[src/rtl/pipe_ctrl_pkg.sv]
// Shared types and control-vector constants for the pipeline-control sequencer.
package pipe_ctrl_pkg;

    typedef enum logic [1:0] {
        ST_RUN      = 2'd0,
        ST_FLUSH    = 2'd1,
        ST_MEM_WAIT = 2'd2
    } state_t;

    // One bit per pipeline-register control, in pipeline order.
    typedef struct packed {
        logic pc_we;
        logic if_id_we;
        logic if_id_flush;
        logic id_ex_we;
        logic id_ex_bubble;
        logic ex_mem_we;
        logic mem_wb_bubble;
    } ctrl_t;

    // Normal advance: everything writes, nothing is squashed.
    localparam ctrl_t RUN_CTRL = '{pc_we: 1'b1, if_id_we: 1'b1, if_id_flush: 1'b0,
                                   id_ex_we: 1'b1, id_ex_bubble: 1'b0, ex_mem_we: 1'b1,
                                   mem_wb_bubble: 1'b0};

    // Held in reset: nothing writes, every squash asserted.
    localparam ctrl_t RESET_CTRL = '{pc_we: 1'b0, if_id_we: 1'b0, if_id_flush: 1'b1,
                                     id_ex_we: 1'b0, id_ex_bubble: 1'b1, ex_mem_we: 1'b0,
                                     mem_wb_bubble: 1'b1};

    // Data memory busy: the front four registers hold, WB receives a NOP.
    localparam ctrl_t FREEZE_CTRL = '{pc_we: 1'b0, if_id_we: 1'b0, if_id_flush: 1'b0,
                                      id_ex_we: 1'b0, id_ex_bubble: 1'b0, ex_mem_we: 1'b0,
                                      mem_wb_bubble: 1'b1};

    // Post-branch cycles: fetch keeps running, IF/ID stays squashed.
    localparam ctrl_t FLUSH_CTRL = '{pc_we: 1'b1, if_id_we: 1'b1, if_id_flush: 1'b1,
                                     id_ex_we: 1'b1, id_ex_bubble: 1'b0, ex_mem_we: 1'b1,
                                     mem_wb_bubble: 1'b0};

    // Branch resolved taken in EX: squash the two younger instructions.
    localparam ctrl_t BRANCH_CTRL = '{pc_we: 1'b1, if_id_we: 1'b1, if_id_flush: 1'b1,
                                      id_ex_we: 1'b1, id_ex_bubble: 1'b1, ex_mem_we: 1'b1,
                                      mem_wb_bubble: 1'b0};

    // Load-use stall: hold PC and IF/ID, inject a bubble into ID/EX.
    localparam ctrl_t STALL_CTRL = '{pc_we: 1'b0, if_id_we: 1'b0, if_id_flush: 1'b0,
                                     id_ex_we: 1'b1, id_ex_bubble: 1'b1, ex_mem_we: 1'b1,
                                     mem_wb_bubble: 1'b0};

endpackage

[src/rtl/pipeline_ctrl_sat_counter.sv]
// Saturating up-counter used for the pipeline performance counters.
module sat_counter #(
    parameter int W = 16
) (
    input  logic         clk,
    input  logic         rst_n,
    input  logic         inc,
    output logic [W-1:0] count
);

    // Count up on inc, sticking at the all-ones value.
    always_ff @(posedge clk or negedge rst_n) begin
        if (!rst_n) begin
            count <= {W{1'b0}};
        end else if (inc && (count != {W{1'b1}})) begin
            count <= count + W'(1);
        end else begin
            count <= count;
        end
    end

endmodule

[src/rtl/pipeline_ctrl.sv]
// Central pipeline-control sequencer: stalls, branch flushes and memory freezes.
module pipeline_ctrl
    import pipe_ctrl_pkg::*;
#(
    parameter int FLUSH_CYCLES = 1,
    parameter int MEM_TIMEOUT  = 255,
    parameter int CNT_W        = 16
) (
    input  logic             clk,
    input  logic             rst_n,
    input  logic [1:0]       hz_stall,
    input  logic             ex_branch_taken,
    input  logic             mem_req,
    input  logic             mem_busy,
    output logic             pc_we,
    output logic             if_id_we,
    output logic             if_id_flush,
    output logic             id_ex_we,
    output logic             id_ex_bubble,
    output logic             ex_mem_we,
    output logic             mem_wb_bubble,
    output logic             mem_timeout_err,
    output logic [CNT_W-1:0] stall_cnt,
    output logic [CNT_W-1:0] flush_cnt,
    output logic [CNT_W-1:0] wait_cnt
);

    localparam logic [2:0]  FLUSH_LOAD = 3'(FLUSH_CYCLES);
    localparam logic [15:0] TMO_LAST   = 16'(MEM_TIMEOUT - 1);

    state_t      state_r, state_nxt_s;
    state_t      ret_r, ret_nxt_s;
    state_t      eff_s;
    logic [2:0]  fcnt_r, fcnt_nxt_s;
    logic [15:0] tmo_r, tmo_nxt_s;
    logic        err_r, err_nxt_s;
    logic        freeze_s;
    logic        stall_inc_s, flush_inc_s, wait_inc_s;
    ctrl_t       ctrl_s, ctrl_out_s;

    // Decide this cycle's controls and the next sequencer state from state + inputs.
    always_comb begin
        state_nxt_s = state_r;
        ret_nxt_s   = ret_r;
        fcnt_nxt_s  = fcnt_r;
        tmo_nxt_s   = 16'd0;
        err_nxt_s   = err_r;
        ctrl_s      = RUN_CTRL;
        stall_inc_s = 1'b0;
        flush_inc_s = 1'b0;
        wait_inc_s  = 1'b0;
        freeze_s    = mem_req && mem_busy;
        // Leaving MEM_WAIT behaves exactly like the state it interrupted.
        eff_s       = (state_r == ST_MEM_WAIT) ? ret_r : state_r;

        if (freeze_s) begin
            ctrl_s      = FREEZE_CTRL;
            state_nxt_s = ST_MEM_WAIT;
            ret_nxt_s   = eff_s;
            wait_inc_s  = 1'b1;
            tmo_nxt_s   = (tmo_r == 16'hFFFF) ? tmo_r : tmo_r + 16'd1;
            if (tmo_r >= TMO_LAST) begin
                err_nxt_s = 1'b1;
            end else begin
                err_nxt_s = err_r;
            end
        end else if (ex_branch_taken) begin
            ctrl_s      = BRANCH_CTRL;
            flush_inc_s = 1'b1;
            fcnt_nxt_s  = FLUSH_LOAD;
            if (FLUSH_CYCLES == 0) begin
                state_nxt_s = ST_RUN;
            end else begin
                state_nxt_s = ST_FLUSH;
            end
        end else if (eff_s == ST_FLUSH) begin
            // Stall requests are masked here: IF/ID carries no valid instruction.
            ctrl_s = FLUSH_CTRL;
            if (fcnt_r <= 3'd1) begin
                fcnt_nxt_s  = 3'd0;
                state_nxt_s = ST_RUN;
            end else begin
                fcnt_nxt_s  = fcnt_r - 3'd1;
                state_nxt_s = ST_FLUSH;
            end
        end else if (hz_stall != 2'd0) begin
            ctrl_s      = STALL_CTRL;
            stall_inc_s = 1'b1;
            state_nxt_s = ST_RUN;
        end else begin
            state_nxt_s = ST_RUN;
        end
    end

    // Reset forces the safe control vector immediately, independent of the clock.
    always_comb begin
        if (!rst_n) begin
            ctrl_out_s = RESET_CTRL;
        end else begin
            ctrl_out_s = ctrl_s;
        end
    end

    // Sequencer state, flush down-counter, timeout counter and sticky error.
    always_ff @(posedge clk or negedge rst_n) begin
        if (!rst_n) begin
            state_r <= ST_RUN;
            ret_r   <= ST_RUN;
            fcnt_r  <= 3'd0;
            tmo_r   <= 16'd0;
            err_r   <= 1'b0;
        end else begin
            state_r <= state_nxt_s;
            ret_r   <= ret_nxt_s;
            fcnt_r  <= fcnt_nxt_s;
            tmo_r   <= tmo_nxt_s;
            err_r   <= err_nxt_s;
        end
    end

    assign pc_we           = ctrl_out_s.pc_we;
    assign if_id_we        = ctrl_out_s.if_id_we;
    assign if_id_flush     = ctrl_out_s.if_id_flush;
    assign id_ex_we        = ctrl_out_s.id_ex_we;
    assign id_ex_bubble    = ctrl_out_s.id_ex_bubble;
    assign ex_mem_we       = ctrl_out_s.ex_mem_we;
    assign mem_wb_bubble   = ctrl_out_s.mem_wb_bubble;
    assign mem_timeout_err = err_r;

    sat_counter #(.W(CNT_W)) u_stall_cnt (
        .clk   (clk),
        .rst_n (rst_n),
        .inc   (stall_inc_s),
        .count (stall_cnt)
    );

    sat_counter #(.W(CNT_W)) u_flush_cnt (
        .clk   (clk),
        .rst_n (rst_n),
        .inc   (flush_inc_s),
        .count (flush_cnt)
    );

    sat_counter #(.W(CNT_W)) u_wait_cnt (
        .clk   (clk),
        .rst_n (rst_n),
        .inc   (wait_inc_s),
        .count (wait_cnt)
    );

endmodule

[config.mk]
export PLATFORM = sky130hd
export DESIGN_NAME = pipeline_ctrl
export DESIGN_NICKNAME = d
export VERILOG_FILES = /design/src/rtl/pipe_ctrl_pkg.sv /design/src/rtl/pipeline_ctrl_sat_counter.sv /design/src/rtl/pipeline_ctrl.sv
export SDC_FILE = /design/constraint.sdc
export NUM_CORES = 1
export LEC_CHECK = 0
export BUFFER_PORTS_ARGS = -buffer_cell sky130_fd_sc_hd__buf_4
export CELL_PAD_IN_SITES_DETAIL_PLACEMENT = 1
export CELL_PAD_IN_SITES_GLOBAL_PLACEMENT = 1
export CORE_MARGIN = 2
export CORE_UTILIZATION = 44
export DETAILED_ROUTE_END_ITERATION = 8
export PLACE_DENSITY_LB_ADDON = 0.1
export SETUP_SLACK_MARGIN = 0.05
export SLEW_MARGIN = 20
export SYNTH_ARGS = -nofsm -noshare
export SYNTH_HDL_FRONTEND = slang
export SYNTH_SLANG_ARGS = --single-unit
[constraint.sdc]
create_clock -name clk -period 2.3 [get_ports clk]
set_input_delay 0.115 -clock clk [delete_from_list [all_inputs] [get_ports clk]]
set_output_delay 0.115 -clock clk [all_outputs]
set_load 0.01 [all_outputs]
==> flow_metrics.env <==
export IMPL_post_route_period_util_pct=88.5
export IMPL_cts_root_to_sink_buffers=2
export IMPL_fin_crit_ps=2040
export IMPL_synth_enable_flop_cells=0
export IMPL_power_density_mw_per_mm2=751
export IMPL_dr_total_vias=3093
export IMPL_synth_area_mm2=0.00377
export IMPL_regToRegStartpoint="u_stall_cnt.count[1]$_DFFE_PN0P_"
export IMPL_cts_clk_slew_worst_paths_ps=80
export IMPL_count_of_mapped_cells_out_of_synthesis=365
export IMPL_syn_mean_instance_area_um2=10.3
export IMPL_routed_wl_mm=9.19
export IMPL_num_antenna_cells=0
export IMPL_die_y_um=96.5
export IMPL_nets_in_the_synthesized_netlist=379
export IMPL_synth_async_sr_flop_share_pct=100
export IMPL_flow_area_growth_from_synthesis_pct=20.6
export IMPL_avg_wl_per_cell_um=16.8
export IMPL_port_buffers=62
export IMPL_synth_yosys_warnings=0
export IMPL_grt_start_max_net_pins=59
export IMPL_run_status="finished clean"
export IMPL_antenna_violating_nets_post_route=0
export IMPL_clock_skew_final_ps=13.2
export IMPL_startpoint_type="flop"
export IMPL_final_layout_size_suffix_gt1_share_pct=23.4
export IMPL_via_per_inst=5.66
export IMPL_synth_ff_latch_count=72
export IMPL_finalWeightedCongestion=0.780
export IMPL_floorplan_initialDensity_pct=45.6
export IMPL_timing_hold_worst_start="ex_branch_taken"
export IMPL_max_freq_mhz=491
export IMPL_preCtsSetupSlack_ps=280
export IMPL_seqCellArea_mm2=0.00180
export IMPL_tritoncts_clock_tree="built"
export IMPL_via_count_of_the_first_global_routing_pass=3052
export IMPL_num_rows=33
export IMPL_hpwlAfterDp_mm=6.58
export IMPL_fin_total_pwr_mw=3.41
export IMPL_rsz_0062_raised_after_global_routing="false"
export IMPL_setup_worst_path_start="u_stall_cnt.count[1]$_DFFE_PN0P_"
export IMPL_report_final_slew_viol_count=0
export IMPL_grt_use_total_pct=20.7
export IMPL_slew_headroom_pct=49.4
export IMPL_finalHoldWorstSlack_ps=34.8
export IMPL_synth_sequential_area_ratio_pct=47.8
export IMPL_path_class="reg2reg"
export IMPL_postSynth_topFlopCell="sky130_fd_sc_hd__dfrtp_1"
export IMPL_tightestPinTransition_ps=758
export IMPL_finalSetupViolCount=0
export IMPL_grt_first_pass_wirelength_mm=15.0
export IMPL_drt_first_iter_violations=123
export IMPL_fill_cells=974
export IMPL_worst_skew_pair_latency_ps=350
export IMPL_design_final_nets=451
export IMPL_setup_ws_ps=264
export IMPL_die_width_um=96.5
export IMPL_path_max_fanout=11
export IMPL_design_portCount=63
export IMPL_count_of_unresolved_drc_violations_after_routing=0
export IMPL_cap_viol_max_count=0
export IMPL_gr_max_usage_layer="met2"
export IMPL_r2r_slack_ps=260
export IMPL_numCtsBuffers=9
export IMPL_design_die_area_mm2=0.00932
export IMPL_met1_usage_pct=27.6
export IMPL_yosys_cell_types=57
export IMPL_globalRouteMet2Util_pct=34.5
export IMPL_antenna_found_initial=0
export IMPL_p_leak_nw=2.04
export IMPL_globalRouteMet3Util_pct=2.87
export IMPL_multiInputGateArea_mm2=0.00187
export IMPL_htree_levels=3
export IMPL_drt_pre_antenna_iters=5
export IMPL_grt_remaining_overflow=0
export IMPL_floorplan_core_area_mm2=0.00826
export IMPL_clk_root_buffer_cell="sky130_fd_sc_hd__clkbuf_8"
export IMPL_critical_path_required_ps=2530
export IMPL_endpoint_kind="flop"
export IMPL_final_hold_viol_count=0
export IMPL_cts_num_sinks=72
export IMPL_cts_resized=0
export IMPL_min_delay_path_class="in2reg"
export IMPL_cp_arrival_ps=2270
export IMPL_worst_ir_drop_vdd_v=0.000327
export IMPL_setup_total_negative_slack_ps=0
==> sequential cells by signal, indices dropped and copies added (netlist names) <==
signal,flops
fcnt_r,3
mem_timeout_err,1
ret_r,2
state_r,2
tmo_r,16
u_flush_cnt.count,16
u_stall_cnt.count,16
u_wait_cnt.count,16
==> cell usage after synthesis, drive strengths merged, types with 7 or more instances <==
cell | count | area share (%)
dfrtp | 72 | 48
nand3 | 22 | 2.9
o211ai | 8 | 1.6
inv | 10 | 1.0
nor4 | 10 | 2.2
nor3 | 18 | 2.4
nor2 | 22 | 2.2
nand4 | 18 | 3.2
nand2 | 25 | 2.5
ha | 7 | 2.3
xnor2 | 17 | 4.0
a21oi | 13 | 1.7
xor2 | 24 | 5.6
o21ai | 13 | 1.7
==> cell type report <==
type                            count  area share [%]
Timing Repair Buffer               71            11.8
Inverter                           10           0.826
Sequential cell                    72            39.7
Multi-Input combinational cell    273            41.2
Clock inverter                      3           0.413
Clock buffer                       12            3.19
Tap cell                          105            2.89
==> per-stage QoR <==
stage / std cells / utilization (%) / instance area [um2]
6_report: 546 / 55.0 / 4540
5_1_grt: 546 / 55.0 / 4540
4_1_cts: 546 / 55.0 / 4540
3_5_place_dp: 530 / 52.9 / 4370
3_3_place_gp: 530 / 52.9 / 4370
2_1_floorplan: 365 / - / 3770
==> critical path: stages (launching register included) <==
cell and delay, ps:
sky130_fd_sc_hd__dfrtp_1 440, sky130_fd_sc_hd__ha_1 240, sky130_fd_sc_hd__nand2_1 130, sky130_fd_sc_hd__or4_4 530, sky130_fd_sc_hd__o21ai_1 240, sky130_fd_sc_hd__mux2_2 360
==> what timing repair did <==
action | 4_1_cts | 5_1_grt
hold buffers | 1 | 0
setup buffers | 0 | 0
endpoints found under the hold margin | 14 | 0
==> report_power, final <==
| group | internal, mW | total, mW | switching, mW | leakage (nW) |
|---|---|---|---|---|
| Combinational | 0.423 | 0.808 | 0.386 | 1.01 |
| Sequential | 1.45 | 1.71 | 0.259 | 0.945 |
| Clock | 0.415 | 0.893 | 0.478 | 0.0862 |
==> final timing paths <==
kind                            cells after the start                               end
worst max-delay path                                5  u_stall_cnt.count[1]$_DFFE_PN0P_
worst min-delay path                                2             fcnt_r[1]$_DFFE_PN0P_
worst max register to register                      5  u_stall_cnt.count[1]$_DFFE_PN0P_
worst min register to register                      1       mem_timeout_err$_DFFE_PN0P_
max in group asynchronous                           3             tmo_r[12]$_DFFE_PN0P_
min in group asynchronous                           2  u_wait_cnt.count[11]$_DFFE_PN0P_
==> layout by cell type (no fill, tap or decap), drive strengths merged, types with 4 or more instances in the layout <==
master,count
nor3,18
ha,7
mux2,6
buf,70
inv,10
nor2,22
nand3,22
nand4,18
o31ai,4
clkbuf,12
a31oi,5
dfrtp,72
and3,5
xnor2,17
o211ai,8
o21ai,13
nand2,25
or3,5
nor4,10
nor4b,6
and4,4
a21oi,13
or4,6
xor2,24
==> layer usage <==
layer	part of all wire [%]	wire length (um)	vias up
li1	-	-	1508
met1	48	4400	1534
met2	48	4400	42
met3	3.0	276	9
met4	1.3	119	0
met5	0	0	-
==> cells by family (layout without fill, tap and decap cells) <==
family	after synthesis	in the layout	share of synthesized area (%)
simple gates	156	156	24.5
flops	72	72	47.8
compound gates	62	62	11.3
xor+xnor	41	41	9.53
buf+inv	20	96	2.46
fa+ha+maj	7	7	2.32
mux	7	7	2.06
Power figures use the tool's default switching activity.
